===== src/rtl/if_pkg.sv =====
// rtl/if_pkg.sv - shared constants and next-PC select type for the fetch stage
package if_pkg;

  localparam logic [5:0]  OP_J           = 6'b000010;
  localparam logic [5:0]  OP_JAL         = 6'b000011;

  localparam logic [31:0] DEF_RESET_PC   = 32'h0000_0000;
  localparam logic [31:0] DEF_EXC_VECTOR = 32'h0000_0008;
  localparam logic [31:0] DEF_NOP_INSTR  = 32'h0000_0000;

  typedef enum logic [2:0] {
    SEL_RESET,
    SEL_EXC,
    SEL_EX,
    SEL_ID,
    SEL_HOLD,
    SEL_JUMP,
    SEL_SEQ
  } next_pc_sel_e;

  // Redirect targets may arrive misaligned; the PC must stay on a word boundary.
  function automatic logic [31:0] word_align(input logic [31:0] addr);
    return addr & 32'hFFFF_FFFC;
  endfunction

endpackage


===== src/rtl/if_next_pc_sel.sv =====
// rtl/if_next_pc_sel.sv - combinational next-PC priority mux
// IF_EARLY_JUMP_EN adds J/JAL pre-decode of the fetched word.
module if_next_pc_sel
  import if_pkg::*;
#(
  parameter logic [31:0] RESET_PC   = DEF_RESET_PC,
  parameter logic [31:0] EXC_VECTOR = DEF_EXC_VECTOR
) (
  input  logic         reset,
  input  logic         exc_req,
  input  logic         ex_redirect,
  input  logic [31:0]  ex_target,
  input  logic         id_redirect,
  input  logic [31:0]  id_target,
  input  logic         stall,
  input  logic [31:0]  pc_plus4,
  input  logic [31:0]  rom_data,
  output next_pc_sel_e sel,
  output logic [31:0]  next_pc,
  output logic         bubble
);

  logic jump_hit;

`ifdef IF_EARLY_JUMP_EN
  assign jump_hit = (rom_data[31:26] == OP_J) || (rom_data[31:26] == OP_JAL);
`else
  logic unused_rom_data;
  assign unused_rom_data = ^rom_data;
  assign jump_hit        = 1'b0;
`endif

  // Redirects deliberately outrank stall so a wrong-path word is never held.
  always_comb begin
    sel     = SEL_SEQ;
    next_pc = pc_plus4;
    bubble  = 1'b0;
    if (reset) begin
      sel     = SEL_RESET;
      next_pc = RESET_PC;
      bubble  = 1'b1;
    end else if (exc_req) begin
      sel     = SEL_EXC;
      next_pc = EXC_VECTOR;
      bubble  = 1'b1;
    end else if (ex_redirect) begin
      sel     = SEL_EX;
      next_pc = word_align(ex_target);
      bubble  = 1'b1;
    end else if (id_redirect) begin
      sel     = SEL_ID;
      next_pc = word_align(id_target);
      bubble  = 1'b1;
    end else if (stall) begin
      sel     = SEL_HOLD;
      next_pc = pc_plus4 - 32'd4;
    end else if (jump_hit) begin
      sel     = SEL_JUMP;
      next_pc = {pc_plus4[31:28], rom_data[25:0], 2'b00};
    end
  end

endmodule


===== src/rtl/if_fetch_stage.sv =====
// rtl/if_fetch_stage.sv - instruction-fetch stage: PC register and IF/ID pipeline register
// Define IF_EARLY_JUMP_EN to resolve J/JAL in fetch instead of ID.
module if_fetch_stage
  import if_pkg::*;
#(
  parameter logic [31:0] RESET_PC   = DEF_RESET_PC,
  parameter logic [31:0] EXC_VECTOR = DEF_EXC_VECTOR,
  parameter logic [31:0] NOP_INSTR  = DEF_NOP_INSTR
) (
  input  logic        clk,
  input  logic        reset,
  output logic [31:0] rom_addr,
  input  logic [31:0] rom_data,
  input  logic        stall,
  input  logic        exc_req,
  input  logic        ex_redirect,
  input  logic [31:0] ex_target,
  input  logic        id_redirect,
  input  logic [31:0] id_target,
  output logic [31:0] ifid_instr,
  output logic [31:0] ifid_pc_plus4,
  output logic        ifid_valid,
  output logic [31:0] pc_out
);

  logic [31:0]  pc;
  logic [31:0]  pc_plus4;
  logic [31:0]  next_pc;
  logic         bubble;
  next_pc_sel_e sel;

  assign rom_addr = pc;
  assign pc_out   = pc;
  assign pc_plus4 = pc + 32'd4;

  if_next_pc_sel #(
    .RESET_PC   (RESET_PC),
    .EXC_VECTOR (EXC_VECTOR)
  ) u_next_pc_sel (
    .reset       (reset),
    .exc_req     (exc_req),
    .ex_redirect (ex_redirect),
    .ex_target   (ex_target),
    .id_redirect (id_redirect),
    .id_target   (id_target),
    .stall       (stall),
    .pc_plus4    (pc_plus4),
    .rom_data    (rom_data),
    .sel         (sel),
    .next_pc     (next_pc),
    .bubble      (bubble)
  );

  always_ff @(posedge clk) begin
    case (sel)
      SEL_RESET: begin
        pc            <= RESET_PC;
        ifid_instr    <= NOP_INSTR;
        ifid_pc_plus4 <= 32'h0;
        ifid_valid    <= 1'b0;
      end
      SEL_HOLD: begin
        pc            <= pc;
        ifid_instr    <= ifid_instr;
        ifid_pc_plus4 <= ifid_pc_plus4;
        ifid_valid    <= ifid_valid;
      end
      default: begin
        pc            <= next_pc;
        ifid_pc_plus4 <= pc_plus4;
        // An early-resolved jump still enters IF/ID so JAL can link.
        if (bubble) begin
          ifid_instr <= NOP_INSTR;
          ifid_valid <= 1'b0;
        end else begin
          ifid_instr <= rom_data;
          ifid_valid <= 1'b1;
        end
      end
    endcase
  end

endmodule


===== config.mk =====
export PLATFORM = sky130hd
export DESIGN_NAME = if_fetch_stage
export DESIGN_NICKNAME = d
export VERILOG_FILES = /design/src/rtl/if_pkg.sv /design/src/rtl/if_next_pc_sel.sv /design/src/rtl/if_fetch_stage.sv
export SDC_FILE = /design/constraint.sdc
export NUM_CORES = 1
export LEC_CHECK = 0
export BUFFER_PORTS_ARGS = -buffer_cell sky130_fd_sc_hd__buf_2
export CAP_MARGIN = 10
export CORE_ASPECT_RATIO = 2
export CORE_MARGIN = 4
export CORE_UTILIZATION = 40
export CTS_CLUSTER_DIAMETER = 200
export DETAILED_ROUTE_END_ITERATION = 8
export GPL_ROUTABILITY_DRIVEN = 0
export PLACE_DENSITY = 0.72
export SETUP_SLACK_MARGIN = 0.1
export SLEW_MARGIN = 20
export SYNTH_ARGS = -nofsm -noshare
export SYNTH_HDL_FRONTEND = slang
export SYNTH_HIERARCHICAL = 1
export SYNTH_SLANG_ARGS = --single-unit

===== constraint.sdc =====
create_clock -name clk -period 7.2 [get_ports clk]
set_input_delay 0.36 -clock clk [delete_from_list [all_inputs] [get_ports clk]]
set_output_delay 0.36 -clock clk [all_outputs]
set_load 0.005 [all_outputs]

# Word level (Yosys, flattened, before mapping)
# Index checks and enable logic that the tools add are counted.
[op_classes] add_sub_neg=2 n_eq_ne=1 mux=20 n_reduce_logical=1
[op_table] operator="$mux 32" n=6
[op_table] operator="$pmux 32 s2" n=3
[op_table] operator="$add 32x3->32 const B" n=1
[op_table] operator="$sub 32x3->32 const B" n=1
[op_table] operator="$mux 3" n=4
[op_table] operator="$mux 1" n=5
[op_table] operator="$eq 3x3->1 const B" n=1
[op_table] operator="$logic_not 3->1" n=1
[op_table] operator="$mux 2" n=1
[op_table] operator="$pmux 1 s2" n=1
[word_totals] regBits=97 input_bits=102

# Depth between registers and ports, before layout
# Gate-level depths: netlist of run 1.
[depth] ltp_word=8 mapped_depth=12 mapped_depth_nobuf=11

# Hierarchy
# The synthesis of run 1 kept the hierarchy.
[modules_own_cells] module="if_fetch_stage" cells_each=359 area_per_inst_um2=4560.6 seq_area_each_um2=2912.8 instances=1
[modules_own_cells] module="if_next_pc_sel" cells_each=198 area_per_inst_um2=1276.2 seq_area_each_um2=0.0 instances=1

# Worst setup path before layout of run 1
# No wires, ideal clock.
[synth_timing] kind="input port to flip-flop" from="input ex_redirect" to="register ifid_instr[0] (enable)" setup_time_ns=0.907 path_slack_ns=3.448 arrival_time_ns=2.846 cell_stages=6 path_cell_list="clkbuf_1 > nor2_1 > clkbuf_1 > a21oi_1 > nor2_1 > nand2_1"
[synth_between] elab_chain_cells=4
[synth_rtl] item="start: declaration" line_no="if_fetch_stage.sv:16" text="input logic ex_redirect,"
[synth_rtl] item="$mux 3" line_no="if_next_pc_sel.sv:46" text="end else if (ex_redirect) begin"
[synth_rtl] item="$mux 3" line_no="if_next_pc_sel.sv:42" text="end else if (exc_req) begin"
[synth_rtl] item="$mux 3" line_no="if_next_pc_sel.sv:38" text="if (reset) begin"
[synth_rtl] item="net sel[1]" line_no="if_fetch_stage.sv:30" text="next_pc_sel_e sel;"
[synth_rtl] item="$eq 3x3->1" line_no="if_fetch_stage.sv:55" text="case (sel)"
[synth_rtl] item="end signal: assignment" line_no="if_fetch_stage.sv:64" text="ifid_instr <= ifid_instr;"
[synth_rtl] item="end signal: assignment" line_no="if_fetch_stage.sv:76" text="ifid_instr <= rom_data;"
[synth_rtl] item="end: declaration" line_no="if_fetch_stage.sv:20" text="output logic [31:0] ifid_instr,"
# The timed path passes the listed nets, and every way through them passes these cells.
# A chain may end at the register's enable or synchronous reset.

# Final worst setup path of run 1
[layout_timing] from="register pc[2], in the netlist pc_out[2]" to="register pc[28], in the netlist pc_out[28] (data pin)"
[layout_between] elab_chain_cells=8
[layout_rtl] item="start: declaration" line_no="if_fetch_stage.sv:26" text="logic [31:0] pc;"
[layout_rtl] item="start signal: assignment" line_no="if_fetch_stage.sv:63" text="pc <= pc;"
[layout_rtl] item="start signal: assignment" line_no="if_fetch_stage.sv:69" text="pc <= next_pc;"
[layout_rtl] item="$add 32x3->32" line_no="if_fetch_stage.sv:34" text="assign pc_plus4 = pc + 32'd4;"
[layout_rtl] item="net pc_plus4[17]" line_no="if_fetch_stage.sv:27" text="logic [31:0] pc_plus4;"
[layout_rtl] item="$sub 32x3->32" line_no="if_next_pc_sel.sv:56" text="next_pc = pc_plus4 - 32'd4;"
[layout_rtl] item="$mux 32" line_no="if_next_pc_sel.sv:54" text="end else if (stall) begin"
[layout_rtl] item="$mux 32" line_no="if_next_pc_sel.sv:50" text="end else if (id_redirect) begin"
[layout_rtl] item="$mux 32" line_no="if_next_pc_sel.sv:46"
[layout_rtl] item="$mux 32" line_no="if_next_pc_sel.sv:42"
[layout_rtl] item="$mux 32" line_no="if_next_pc_sel.sv:38"
[layout_rtl] item="net next_pc[28]" line_no="if_fetch_stage.sv:28" text="logic [31:0] next_pc;"
[layout_rtl] item="$pmux 32 s2" line_no="if_fetch_stage.sv:55"
# The timed path passes the listed nets, and every way through them passes these cells.

==> impl_metrics.yaml, run 1 <==
timing:
  max-slew-margin-rel: 0.277
  finalClockSkew_ns: 0.0186
  grt_setup_unrepaired: "no"
  hold_violations: 0
  clock.fmax_mhz: 262
  worst_slew_pin_slew_ns: 1.08
  fin_crit_sh: 0.531
  finalSetupViolations: 0
  period_minus_slack_ns: 3.82
  drv_slew: 0
  tns_ns: 0
  worst_slack_ns: 3.38
clock_network:
  htreeDepth: 3
  clock_path_buffers: 2
  cts_tree: "done"
  clk_latency_ns: 0.35
  ctsResizeCount: 0
  clock_sinks: 97
  path_clk_slew_ns: 0.08
  cts_buffers: 9
  post_cts_buffers: 0
  cts_root_buffer: "clkbuf_16"
  ctsHoldBuffers: 0
routing:
  dr.pass1.iters: 5
  drt-total-wl_um: 16100
  antenna_left: 0
  drtIter0Drc: 330
  post_drt_wl_per_cell_um: 17.2
  vias_per_cell: 5.25
  drc_errors: 0
  num_vias: 4907
logic_synthesis:
  synth-simple-area-share: 0.257
  synth_fa_ha_area_frac: 0.00429
  synth_area_leaders: "edfxtp_1 50%, and2_1 8.6%, buf_4 4.4%"
  netlist_area_um2: 5840
  synth-async-reset-ratio: 0
  synth_compound_area_frac: 0.0887
  yosys.area.top_type: "edfxtp_1"
  synth_top_family_by_area: "simple AND/OR/NAND/NOR gates"
  yosys.cell_types.count: 52
  syn_nets: 661
  synth_ff_type: "edfxtp_1"
  synthMuxAreaShare: 0.0137
  yosysWarnings: 6
  synth_edf_count: 97
  synth_seq_cells: 97
  synthCells: 557
  syn_avg_cell_area_um2: 10.5
  synth_top_area_share: 0.499
  yosysSeqAreaShare: 0.499
  synth_xor_area_frac: 0.0660
setup_path:
  end_kind: "flop"
  timing.rr.end: "pc_out[28]$_SDFFCE_PN0P_"
  r2r_start: "pc_out[2]$_SDFFCE_PN0P_"
  arrival_ns: 3.93
  worstPathRequired_ns: 7.31
  crit_fanout: 12
  r2r_slack_ns: 3.38
  worst-setup-path-type: "reg2reg"
  worst_r2r_path_depth: 10
  startpoint_type: "flop"
placed_design:
  place_inst: 918
  place_area_um2: 6880
  place.port_buffers: 226
  pre_cts_ws_ns: 3.40
  dp_hpwl_um: 12300
floorplan:
  die_w_um: 93.4
  core-area_um2: 14400
  pin_count: 231
  std_cell_rows: 62
  die_h_um: 179
  die_area_um2: 16700
  initial_core_util: 0.407
cells_and_area:
  final_cell_mix: "226 x buf_2, 97 x edfxtp_1, 80 x and2_1"
  fin_cells: 934
  num_antenna_cells: 0
  finish.utilization: 0.502
  final_common_cell: "buf_2"
  areaGrowthSynthToFinish_pct: 23.4
  nets: 841
  layout-drive-gt1-share: 0.350
  final_cell_area_um2: 7200
global_route:
  antenna_found_initial: 0
  grt_max_degree: 63
  grt_pass1_vias: 4614
  grt_usage: 0.190
  gr-total-overflow: 0
  grt_pass1_wl_um: 24400
min_path:
  holdPathEnd: "ifid_instr[26]$_SDFFCE_PP0P_"
  hp-start: "rom_data[26]"
  min_path_cells: 2
  hp-class: "in2reg"
outcome:
  outcome: "complete, no violations"
flow_run:
  drv_cap: 0
power:
  powerDensity_nw_per_um2: 189
  power_leakage_nw: 3.41
  peakVddDrop_uv: 156
==> stage by stage <==
step           hold slack, ns  power (W)
3_3_place_gp            0.593   0.000862
4_1_cts                 0.267    0.00138
3_5_place_dp            0.599   0.000865
2_1_floorplan           0.558   0.000789
6_report                0.285    0.00136
5_1_grt                 0.273    0.00142
==> worst max-delay path: stages, from the launching register on <==
cell and delay, ns:
edfxtp_1 0.49, and4_1 0.44, nand4_1 0.32, o21ai_0 0.31, nand2_1 0.15, or4_1 0.58
nor3_2 0.64, nand4_1 0.22, xor2_1 0.21, a21oi_1 0.08, and2_1 0.14
==> cell type report <==
type                    count  area, um2
fillers                  1362       7150
multi-input cells         387       2510
well taps                 192        240
clock buffers               9        225
flip-flops and latches     97       2910
clock inverters             7       97.6
repair buffers            232       1180
inverters                  10       37.5
==> synthesized netlist by cell type (all sizes together) (4+ instances only) <==
master   n
o21ai   11
o221ai  15
nand3   21
edfxtp  97
nor2    28
xnor2   17
nor4    11
xor2    27
and2    80
nand2b   8
mux2i    8
and3     7
o31ai    5
buf     38
nand4b   4
nor3    11
a21oi   32
clkbuf  25
nand2   37
or3      6
or4      9
inv     10
nand4   15
==> cell families (layout without fill, tap and decap cells) <==
| logic type | Yosys count | count (layout) |
|---|---|---|
| DFF | 97 | 97 |
| buffers and inverters | 73 | 258 |
| AOI/OAI and AO/OA | 80 | 80 |
| muxes | 8 | 8 |
| xor gates and xnor gates | 44 | 44 |
| adders and majority gates | 2 | 2 |
| and+or+nand+nor | 253 | 253 |
==> metal layers <==
| layer | wire length (um) | vias to the layer above | global-route usage |
|---|---|---|---|
| li1 | - | 2360 | - |
| met1 | 5880 | 2330 | 0.208 |
| met2 | 8910 | 206 | 0.370 |
| met3 | 1100 | 11 | 0.0260 |
| met4 | 206 | 0 | 0.0563 |
| met5 | 0 | - | 0 |
==> power by group <==
group	leakage (nW)	internal, W	switching, W	total (W)
clock	0.158	0.000281	0.000227	0.000508
combinational	2.08	0.0000809	0.000107	0.000188
sequential	1.17	0.000644	0.0000208	0.000664
==> sequential cells by signal (all words and copies together), names as in the netlist <==
name / flops
pc_out: 32
ifid_instr: 32
ifid_valid: 1
ifid_pc_plus4: 32
==> worst max-delay path by stage <==
stage	start	depth (start not counted)	slack, ns	end
finish	pc_out[2]$_SDFFCE_PN0P_	10	3.38	pc_out[28]$_SDFFCE_PN0P_
global route	pc_out[2]$_SDFFCE_PN0P_	11	2.98	pc_out[28]$_SDFFCE_PN0P_
CTS	pc_out[2]$_SDFFCE_PN0P_	11	3.38	pc_out[28]$_SDFFCE_PN0P_
detailed placement	pc_out[2]$_SDFFCE_PN0P_	11	3.40	pc_out[28]$_SDFFCE_PN0P_
global placement	pc_out[2]$_SDFFCE_PN0P_	10	3.43	pc_out[28]$_SDFFCE_PN0P_
floorplan	ex_redirect	6	3.45	ifid_instr[0]$_SDFFCE_PP0P_
Power figures use the tool's default switching activity.
==> inputs of run 2 (changes only) <==
Clock period 7.2 ns to 4 ns, I/O delays scaled along.
==> run 2 against run 1 <==
- core utilization increased by 0.70 points
- combinational power up 87%
- hold slack worse by 0.17 ns
- setup slack got worse by 3.0 ns
- critical path depth is the same
- first-iteration DRC count grew 11%
- critical path type unchanged
- critical endpoint is now pc_out[26]$_SDFFCE_PN0P_
- largest cell class unchanged
==> impl_metrics.yaml, run 2 (same netlist as run 1, synthesis figures left out) <==
global_route:
  grt_pass1_wl_um: 24700
  grt_pass1_vias: 4785
  antenna_found_initial: 0
  grt_usage: 0.193
  gr-total-overflow: 0
  grt_max_degree: 57
setup_path:
  crit_fanout: 8
  cp_top_family: "simple AND/OR/NAND/NOR gates"
  crit_cells: 10
  startpoint_type: "flop"
  end_kind: "flop"
  worstPathRequired_ns: 4.11
  crit_slowest_cell: "or4_1"
  worst_r2r_path_depth: 10
  worst-setup-path-type: "reg2reg"
  cp.buffers_inverters: 0
  cpPeakStageDelay_ns: 0.64
  path_cells: "and4_1 > nand4_1 > o31ai_1 > nand2_1 > or4_1 > nor3_1 > nand4b_1 > xor2_1 > a21oi_1 > and2_1"
  arrival_ns: 3.71
min_path:
  hp-class: "in2reg"
  min_path_cells: 2
clock_network:
  clk_latency_ns: 0.35
  post_cts_buffers: 0
  cts_tree: "done"
  cts_buffers: 9
  clock_sinks: 97
  cts_root_buffer: "clkbuf_16"
  htreeDepth: 3
  clock_path_buffers: 2
  ctsHoldBuffers: 0
  path_clk_slew_ns: 0.09
timing:
  period_minus_slack_ns: 3.60
  clock.fmax_mhz: 278
  hold_violations: 0
  drv_slew: 0
  fin_crit_sh: 0.900
  worst_slew_pin_slew_ns: 0.858
  tns_ns: 0
  grt_setup_unrepaired: "no"
  finalClockSkew_ns: 0.0126
  finalSetupViolations: 0
  max-slew-margin-rel: 0.426
flow_run:
  drv_cap: 0
routing:
  dr.pass1.iters: 5
  drt-total-wl_um: 16500
  drc_errors: 0
  post_drt_wl_per_cell_um: 17.5
  vias_per_cell: 5.24
  drtIter0Drc: 367
  antenna_left: 0
  num_vias: 4959
floorplan:
  die_h_um: 179
  std_cell_rows: 62
  die_area_um2: 16700
  initial_core_util: 0.407
  core-area_um2: 14400
  die_w_um: 93.4
  pin_count: 231
power:
  power_leakage_nw: 3.47
  fin_total_pwr_w: 0.00246
  powerDensity_nw_per_um2: 337
  peakVddDrop_uv: 183
cells_and_area:
  areaGrowthSynthToFinish_pct: 25.1
  num_antenna_cells: 0
  final_cell_mix: "226 x buf_2, 97 x edfxtp_1, 80 x and2_1"
  layout-drive-gt1-share: 0.362
  final_common_cell: "buf_2"
  nets: 853
placed_design:
  place.port_buffers: 226
  dp_hpwl_um: 12500
outcome:
  outcome: "complete, no violations"
[run 2: worst paths after layout]
check                               start                             end  slack, ns
hold reg to reg   pc_out[0]$_SDFFCE_PN0P_  ifid_pc_plus4[0]$_SDFFCE_PN0P_       0.61
hold / removal               rom_data[23]    ifid_instr[23]$_SDFFCE_PP0P_       0.12
setup reg to reg  pc_out[6]$_SDFFCE_PN0P_        pc_out[26]$_SDFFCE_PN0P_       0.40
setup / recovery  pc_out[6]$_SDFFCE_PN0P_        pc_out[26]$_SDFFCE_PN0P_       0.40
[run 2: timing repair]
action,4_1_cts,5_1_grt
endpoints found under the setup margin,0,2
endpoints found under the hold margin,0,0
resized for setup,0,1
[run 2: cell type report]
cell class	instances	area (um2)
clock buffers	9	225
clock inverters	7	101
fillers	1345	7050
inverters	10	37.5
multi-input cells	387	2520
flip-flops and latches	97	2910
well taps	192	240
repair buffers	244	1270
[run 2: metrics by stage]
stage | instance area (um2) | utilization | worst slack [ns] | cells | hold slack [ns]
final | 7300 | 0.509 | 0.401 | 946 | 0.119
after global routing | 7300 | 0.509 | 0.133 | 946 | 0.105
after CTS | 7300 | 0.509 | 0.407 | 946 | 0.109
after detailed placement | 6970 | 0.486 | 0.435 | 930 | 0.479
after global placement | 6970 | 0.486 | 0.523 | 930 | 0.476
after floorplan | 5840 | - | 0.408 | 557 | 0.398
[run 2: where the power goes]
| part | switching, W | total [W] | internal (W) | leakage (nW) |
|---|---|---|---|---|
| sequential | 0.0000366 | 0.00119 | 0.00116 | 1.17 |
| clock | 0.000453 | 0.000911 | 0.000459 | 0.156 |
| combinational | 0.000199 | 0.000352 | 0.000153 | 2.15 |
| total | 0.000688 | 0.00246 | 0.00177 | 3.47 |
[run 2: routing by layer]
layer / track usage / share of wire
met4: 0.0703 / 0.026
met2: 0.376 / 0.54
met5: 0 / 0
met3: 0.0269 / 0.072
met1: 0.204 / 0.36
[run 2: worst register-to-register path: cells and delay by family (launching register included)]
kind	cells	cell delay, ns
and+or+nand+nor	7	2.23
AOI/OAI and AO/OA	2	0.44
DFF	1	0.50
xor gates and xnor gates	1	0.20
